File: src/rtl/div.sv
// div -- 32-bit iterative restoring divider, signed (DIV) or unsigned (DIVU).
//
// Ports:
//   clk          rising-edge clock
//   rst          asynchronous reset, active-high
//   signed_div_i 1 = signed operands, 0 = unsigned
//   opdata1_i    dividend
//   opdata2_i    divisor
//   start_i      request, held high until ready_o is seen
//   annul_i      cancel the operation in flight (flush / exception)
//   result_o     {remainder[63:32], quotient[31:0]}
//   ready_o      result_o is valid (only in END)
//
// Timing: operands latched on edge E0, 32 restoring steps on E0+1..E0+32,
// result registered and ready_o raised on E0+33. A zero divisor skips the
// iteration and completes on E0+1 with a zero result.
module div (
  input  logic        clk,
  input  logic        rst,
  input  logic        signed_div_i,
  input  logic [31:0] opdata1_i,
  input  logic [31:0] opdata2_i,
  input  logic        start_i,
  input  logic        annul_i,
  output logic [63:0] result_o,
  output logic        ready_o
);

  typedef enum logic [1:0] {FREE, BYZERO, ON, END} state_t;

  state_t      state, state_d;
  logic [5:0]  cnt;
  logic [31:0] rem;
  // Holds the dividend magnitude; quotient bits shift in at the LSB as the
  // dividend bits shift out at the MSB, so after 32 steps it is the quotient.
  logic [31:0] dvd;
  logic [31:0] dvs;
  logic        neg_q, neg_r;

  logic        accept;
  logic        last;
  logic [32:0] trial;
  logic [31:0] q_fix, r_fix;

  assign accept = (state == FREE) && start_i && !annul_i;
  assign last   = (cnt == 6'd32);
  assign trial  = {rem, dvd[31]} - {1'b0, dvs};
  assign q_fix  = neg_q ? -dvd : dvd;
  assign r_fix  = neg_r ? -rem : rem;

  always_comb begin
    state_d = state;
    case (state)
      FREE:    if (accept) state_d = (opdata2_i == 32'd0) ? BYZERO : ON;
      BYZERO:  state_d = annul_i ? FREE : END;
      ON:      if (annul_i) state_d = FREE;
               else if (last) state_d = END;
      END:     if (annul_i || !start_i) state_d = FREE;
      default: state_d = FREE;
    endcase
  end

  always_ff @(posedge clk or posedge rst) begin
    if (rst) state <= FREE;
    else     state <= state_d;
  end

  always_ff @(posedge clk or posedge rst) begin
    if (rst) begin
      cnt   <= '0;
      rem   <= '0;
      dvd   <= '0;
      dvs   <= '0;
      neg_q <= 1'b0;
      neg_r <= 1'b0;
    end else if (accept) begin
      cnt   <= '0;
      rem   <= '0;
      dvd   <= (signed_div_i && opdata1_i[31]) ? -opdata1_i : opdata1_i;
      dvs   <= (signed_div_i && opdata2_i[31]) ? -opdata2_i : opdata2_i;
      neg_q <= signed_div_i && (opdata1_i[31] ^ opdata2_i[31]);
      neg_r <= signed_div_i && opdata1_i[31];
    end else if (state == ON && !annul_i && !last) begin
      // Non-negative trial means the divisor fits: keep the difference.
      // When negative, {rem, msb} < divisor so it still fits in 32 bits.
      if (!trial[32]) rem <= trial[31:0];
      else            rem <= {rem[30:0], dvd[31]};
      dvd <= {dvd[30:0], ~trial[32]};
      cnt <= cnt + 6'd1;
    end
  end

  // Outputs are zero everywhere except END; the result is captured on
  // entry to END and held there.
  always_ff @(posedge clk or posedge rst) begin
    if (rst) begin
      ready_o  <= 1'b0;
      result_o <= '0;
    end else begin
      ready_o <= (state_d == END);
      if (state_d != END)  result_o <= '0;
      else if (state == ON) result_o <= {r_fix, q_fix};
      else if (state == BYZERO) result_o <= '0;
    end
  end

endmodule

File: config.mk
export PLATFORM = sky130hd
export DESIGN_NAME = div
export DESIGN_NICKNAME = d
export VERILOG_FILES = /design/src/rtl/div.sv
export SDC_FILE = /design/constraint.sdc
export NUM_CORES = 1
export LEC_CHECK = 0
export CAP_MARGIN = 0
export CORE_MARGIN = 2
export CORE_UTILIZATION = 57
export DETAILED_ROUTE_END_ITERATION = 8
export MAX_ROUTING_LAYER = met4
export PLACE_DENSITY = 0.86
export SLEW_MARGIN = 0
export SYNTH_ARGS = -nofsm -noshare
export SYNTH_HDL_FRONTEND = slang
export SYNTH_SLANG_ARGS = --single-unit
File: constraint.sdc
create_clock -name clk -period 6.55 [get_ports clk]
set_input_delay 1.31 -clock clk [delete_from_list [all_inputs] [get_ports clk]]
set_output_delay 1.31 -clock clk [all_outputs]
set_load 0.02 [all_outputs]
==> summary.txt <==
Synth
  • Main synth FF type: dfrtp_1
  • Async S/R FF share, synth: between 90% and 100%
  • Synth cell count leaders: 185 x nand2_1, 173 x o21ai_0, 171 x dfrtp_1
  • Area leader, netlist: dfrtp_1
  • Count leader, synth: nand2_1
  • Synth top area cells: dfrtp_1 39%, o21ai_0 7.9%, xor2_1 7.6%
  • Gate Count Post-Synth: approximately 1300
  • Post-synth EDFFs: 0
  • Number of library cell types mapped by synthesis: 72
  • Mapped cell area: ~0.011 mm²
  • Net Count, Synth: roughly 1400
  • Yosys warning total: 0
  • Yosys top cell area share: 38.9%
  • Seq cells post-synth: about 170
  • Avg Cell Area, Syn: 8.58 µm²
  • Register area share after synthesis: slightly below 40%

Detailed routing
  • Vias per cell: just under 6
  • Final WL: ~27000 µm
  • DRT Pass-1 Iters: 6
  • Routed via count: just under 10000
  • Initial DRC Count: roughly 870
  • Post-route ant nets: 0
  • Routed length per instance: 16.6 µm
  • DRC Markers: 0

Floorplanning
  • Initial core utilization: about three fifths
  • Ports: about 130
  • Die X: between 100 and 150 µm
  • Die Height: 143 µm
  • DIE AREA: 0.0204 mm²
  • Core ar.: 0.0188 mm²
  • # rows: 50

Cells and area
  • Final #Nets: 1488
  • Area Overhead vs Synth: 18.8%
  • Util after Layout: 69.5%
  • Layout cells sized above 1: 4.74%
  • Diode count: 0
  • Final cell count without fillers: 1653

CTS
  • CTS tree: yes
  • CTS Buf Count: 17
  • PostCTS Resize Cnt: 0
  • Clock latency on the worst-skew pair: about 430 ps
  • # Post-CTS Setup Buffers: 0
  • Clk buf depth: 2
  • Htree depth: 4
  • Clk Tree Root Cell: clkbuf_16
  • Reg clk slew, reported paths: roughly 70 ps
  • Cts hold-fix bufs: 0
  • Clock tree sinks: 171

Timing
  • Min Tclk post-route: 3930 ps
  • Fmax: 255 MHz
  • RSZ-0062 raised after global routing: no
  • Slew HR: 27.0%
  • Final Hold Fails: 0
  • Final Setup Violations: 0
  • Pins Over Slew Limit: 0
  • Final cycle utilization of the critical path: between 50% and 60%
  • Worst Setup Slack, final: approximately 2600 ps
  • Clock Skews: between 7 and 8 ps
  • Worst-Margin Slew: about 1100 ps
  • Setup TNS: 0 ps

Power
  • Gate power share: between 40% and 50%
  • Peak supply drop: between 0.2 and 0.25 mV
  • Static Leak: ~5.5 nW
  • Psw: 0.00183 W
  • Switch share: between 40% and 50%
  • Clock power share: 22.2%
  • Flop pwr share: 33.0%
  • Internal power: around 0.0027 W
  • Pwr/cell area: approximately 340 mW/mm²
  • Total power: ~0.0045 W

Global route
  • Initial antenna violation count: 0
  • Gr usage total: between 20 and 30%
  • Vias in the first global route: between 9000 and 10000
  • Largest net degree at the start of global routing: slightly below 80
  • Global route total overflow: 0
  • First-pass GRT wire length: around 46000 µm

Setup path
  • CP max FO: 36
  • Setup CP Type: register to register
  • Worst EP arrival: 4270 ps
  • Crit end category: register
  • Req. time, crit path: approximately 6900 ps
  • CP Launch Type: register

Place
  • Dpl ws: 2250 ps
  • Port Buffers: roughly 130
  • Placed cell count: 1621
  • HPWL Detailed: 19600 µm
  • RePlAce Congestion: roughly 0.94

Min path
  • Tightest Hold Check Type: register to register

Job
  • Max Cap Violations: 0

Status
  • Status: complete, no violations
## per-layer routing
metal	vias to the layer above	share of wire [%]	GRT usage, %	wire [µm]
met2	344	47	44.4	13000
met4	0	1.5	7.14	412
met3	38	6.5	4.56	1780
met5	-	0	-	0
met1	4697	45	39.4	12200
li1	4747	-	-	-
## path summary, 6_finish.rpt
path | slack (ps) | startpoint | endpoint | cells past startpoint
setup / recovery | 2620 | dvd[31] | rem[0] | 13
hold / removal | 480 | result_o[21] | result_o[21] | 2
setup reg to reg | 2620 | dvd[31] | rem[0] | 13
hold reg to reg | 480 | result_o[21] | result_o[21] | 2
max in group asynchronous | 4090 | rst | dvs[28] | 3
min in group asynchronous | 1380 | rst | rem[6] | 2
## state kept, by name (all words and copies together) (netlist names)
name,flops
neg_q,1
dvd,32
state,2
result_o,64
dvs,32
cnt,6
neg_r,1
ready_o,1
rem,32
## power groups by stage
stage | clock network [W] | logic [W] | registers [W]
after floorplan | 0 | 0.00159 | 0.00138
after global placement | 0 | 0.00190 | 0.00147
after CTS | 0.00100 | 0.00199 | 0.00147
after detailed placement | 0 | 0.00195 | 0.00149
final | 0.000996 | 0.00201 | 0.00148
after global routing | 0.00105 | 0.00223 | 0.00151
## layout make-up
type	count	area (µm²)
inverter	54	208
sequential	171	4280
timing repair buffer	142	1400
tap	260	325
clock inverter	13	141
fill	1438	5750
multi-input combinational	994	6300
clock buffer	19	433
## cell usage in the layout (no fill, tap or decap), drive strengths merged, types with 9 or more instances in the layout
master         synthesis  routed
a21o                  15      15
a21oi                 50      50
a22oi                 27      27
a31oi                 13      13
buf                    7       9
clkbuf                56      19
clkdlybuf4s50          1     133
dfrtp                171     171
ha                    38      38
inv                   54      58
mux2i                 26      26
nand2                186     186
nand3                 39      39
nor2                  52      52
nor3                  21      21
o21ai                203     203
o31ai                 27      27
or3                   27      27
xnor2                 53      53
xor2                  96      96
## worst max-delay path: stages, from the launching register on
cell,delay [ps]
dfrtp_1,390
inv_1,80
ha_1,220
fa_1,400
nand2b_1,190
a21o_1,200
a31o_2,280
a21oi_1,310
a21oi_1,140
a221oi_2,450
xor2_4,160
buf_4,460
mux2_2,400
o21ai_0,140
## kinds of logic (layout without fill, tap and decap cells)
family / Yosys count / in the layout / synth area share (%)
XOR/XNOR: 149 / 149 / 11.9
buffers and inverters: 119 / 228 / 4.26
adder cells (fa/ha/maj): 39 / 39 / 4.50
AND/OR/NAND/NOR: 387 / 387 / 16.5
flip-flops: 171 / 171 / 38.9
AO/OA/AOI/OAI: 391 / 391 / 21.4
multiplexers: 28 / 28 / 2.57
## stage by stage
stage                     hold WS, ps  cell area (µm²)
after floorplan                   450            11000
after global routing              491            13100
after CTS                         483            13100
after global placement            460            12500
final                             477            13100
after detailed placement          469            12500
Power figures use the tool's default switching activity.
==> RTL change: new RTL, same settings <==
Reset style: synchronous (`rst`), changed in 3 clocked blocks. Comments in the files are not updated.
--- a/src/rtl/div.sv
+++ b/src/rtl/div.sv
@@ -60,12 +60,12 @@
     endcase
   end
 
-  always_ff @(posedge clk or posedge rst) begin
+  always_ff @(posedge clk) begin
     if (rst) state <= FREE;
     else     state <= state_d;
   end
 
-  always_ff @(posedge clk or posedge rst) begin
+  always_ff @(posedge clk) begin
     if (rst) begin
       cnt   <= '0;
       rem   <= '0;
@@ -92,7 +92,7 @@
 
   // Outputs are zero everywhere except END; the result is captured on
   // entry to END and held there.
-  always_ff @(posedge clk or posedge rst) begin
+  always_ff @(posedge clk) begin
     if (rst) begin
       ready_o  <= 1'b0;
       result_o <= '0;
Function: differs if rst is asserted again (counterexample within 4 cycles, from zero or initial values and one cycle with rst high); with rst held inactive, the same outputs for 10 cycles.
==> RTL change against the unedited design <==
Synthesized area fell by 1.9%. Total power rose by 11%. Hold slack got worse by 17 ps. Clock skew rose by 1.3 ps. Worst setup slack got worse by 610 ps. Routed wire length rose by 0.80%. Final area fell by 2.5%. Global-route usage fell by 0.52 points. Sequential power fell by 6%. Sequential cell count did not move. Maximum frequency fell by 13%. Die area fell by 1.9%. Highest routed layer unchanged.
==> RTL change: results (changes against the unedited design) <==
Finish
  • Biggest register: result_o (unchanged)
  • Final non-filler cell total: 1,708 (was 1,653)
  • Largest register FFs: 64 (unchanged)
  • Layout cells sized above 1: 4.55% (was 4.74%)
  • Nets: 1,573 (was 1,488)
  • ANT cells: 0 (unchanged)

Pwr
  • Lkg Pwr: 4.46 nW (was 5.54 nW)
  • Net switching share of the total power: 44.4% (was 40.7%)
  • Peak VDD IR: 251 uV (was 208 uV)

Placement
  • # port buffers: 133 (unchanged)
  • DP HPWL: 20,500 um (was 19,600 um)
  • GPL Wtd Cong: 0.922 (was 0.945)

Route
  • 1st-iter DRT viols: 954 (was 871)
  • Drt pass-1 iters: 5 (was 6)
  • Via density: 6.00 (was 5.94)
  • Final wirelength: 27,600 um (was 27,400 um)

GRT
  • Overall Global Routing Usage: 28.0% (was 28.6%)
  • First-pass GRT wire length: 45,100 um (was 45,600 um)
  • Initial antenna violation count: 0 (unchanged)
  • Pin count of the biggest net entering global routing: 71 (was 77)
  • Number of global-route vias before repair: 9,130 (was 9,191)

Worst setup path
  • Crit-path max FO: 65 (was 36)
  • Critical-path top delay cell: nand2_2 (was buf_4)
  • Delay-heaviest family, CP: simple AND/OR/NAND/NOR gates (was compound AO/OA/AOI/OAI gates)
  • Worst EP arrival: 4880 ps (was 4270 ps)
  • CP max stage delay: 620 ps (was 460 ps)

CTS
  • Clock Latency Late Sink: 440 ps
  • Clk root buf: clkbuf_16 (unchanged)
  • Post_cts resized: 0 (unchanged)
  • Number of CTS-inserted buffers: 17 (unchanged)
  • Clk pin slew, worst setup/hold paths: 70 ps (about the same)
  • Clock tree buffer depth: 2 (unchanged)
  • H-tree level count: 4 (unchanged)
  • Post-CTS setup repair buffer count: 0 (unchanged)

Yosys
  • Syn Area/Cell: 7.79 um^2 (was 8.58 um^2)
  • Synth unique cells: 59 (was 72)
  • Top post-synthesis cells by area: dfxtp_1 (32%), xnor2_1 (9.2%), nor2_1 (5.8%), nand2_1 (5.5%), ha_1 (4.9%) (was dfrtp_1 (39%), o21ai_0 (7.9%), xor2_1 (7.6%), nand2_1 (6.3%), ha_1 (4.3%))
  • Syn nets: 1,498 (was 1,392)
  • Commonest cells post-synth: dfxtp_1 (171), nor2_1 (167), nand2_1 (157) (was nand2_1 (185), o21ai_0 (173), dfrtp_1 (171))
  • Sequential area share after synthesis: 31.7% (was 38.9%)
  • Count leader, synth: dfxtp_1 (was nand2_1)
  • Asr flop ratio synth: 0% (was 100%)
  • Syn. warnings: 0 (unchanged)

Timing
  • Relative slew slack: 23.7% (was 27.0%)
  • Worst clock skew: 9.23 ps (was 7.97 ps)

Hold path
  • Worst Hold Class: reg2reg (unchanged)

Outcome
  • Status: finished clean (unchanged)
## RTL change: cell type report
cell class	count	area [um^2]
repair buffers	143	1400
fillers	1546	5890
clock inverters	15	148
flip-flops and latches	171	3420
well taps	234	293
multi-input cells	1077	6870
clock buffers	17	425
inverters	51	191
## RTL change: kinds of logic after synthesis
family          share of synthesized area [%]
simple gates                             19.7
compound gates                           23.8
flops                                    31.7
xor+xnor                                 12.2
buf+inv                                  4.82
fa+ha+maj                                5.05
mux                                      2.61
## RTL change: worst paths after layout
| path | slack, ps | endpoint | depth (start not counted) | from |
|---|---|---|---|---|
| min | 460 | result_o[55] | 2 | result_o[55] |
| max reg2reg | 2700 | rem[8] | 14 | dvd[31] |
| min reg2reg | 460 | result_o[55] | 2 | result_o[55] |
| max | 2010 | result_o[32] | 11 | opdata2_i[0] |
## RTL change: worst min-delay path, stage by stage, from the launching register on
cell and delay [ps]:
dfxtp_1 310, nand2_1 60, a21oi_1 50
## RTL change: per-layer routing
metal  GRT usage [%]  vias up  wire length (um)
met2            40.7      353             11800
met3            3.71       30              1950
met1            41.2     4768             13500
li1                -     5099                 -
met5               -        -                 0
met4            7.05        0               340
## RTL change: per-stage QoR
step,instance area [um^2],setup slack (ps)
floorplan,10800,2650
detailed placement,12200,1640
finish,12800,2010
CTS,12800,2090
global route,12800,1680
global placement,12200,1820
## RTL change: power groups by stage
stage               logic [mW]  registers (mW)  clock network [mW]
floorplan                 2.07            1.33                   0
global placement          2.49            1.39                   0
detailed placement        2.54            1.40                   0
CTS                       2.57            1.38               0.991
global route              2.86            1.41                1.03
finish                    2.60            1.39               0.983
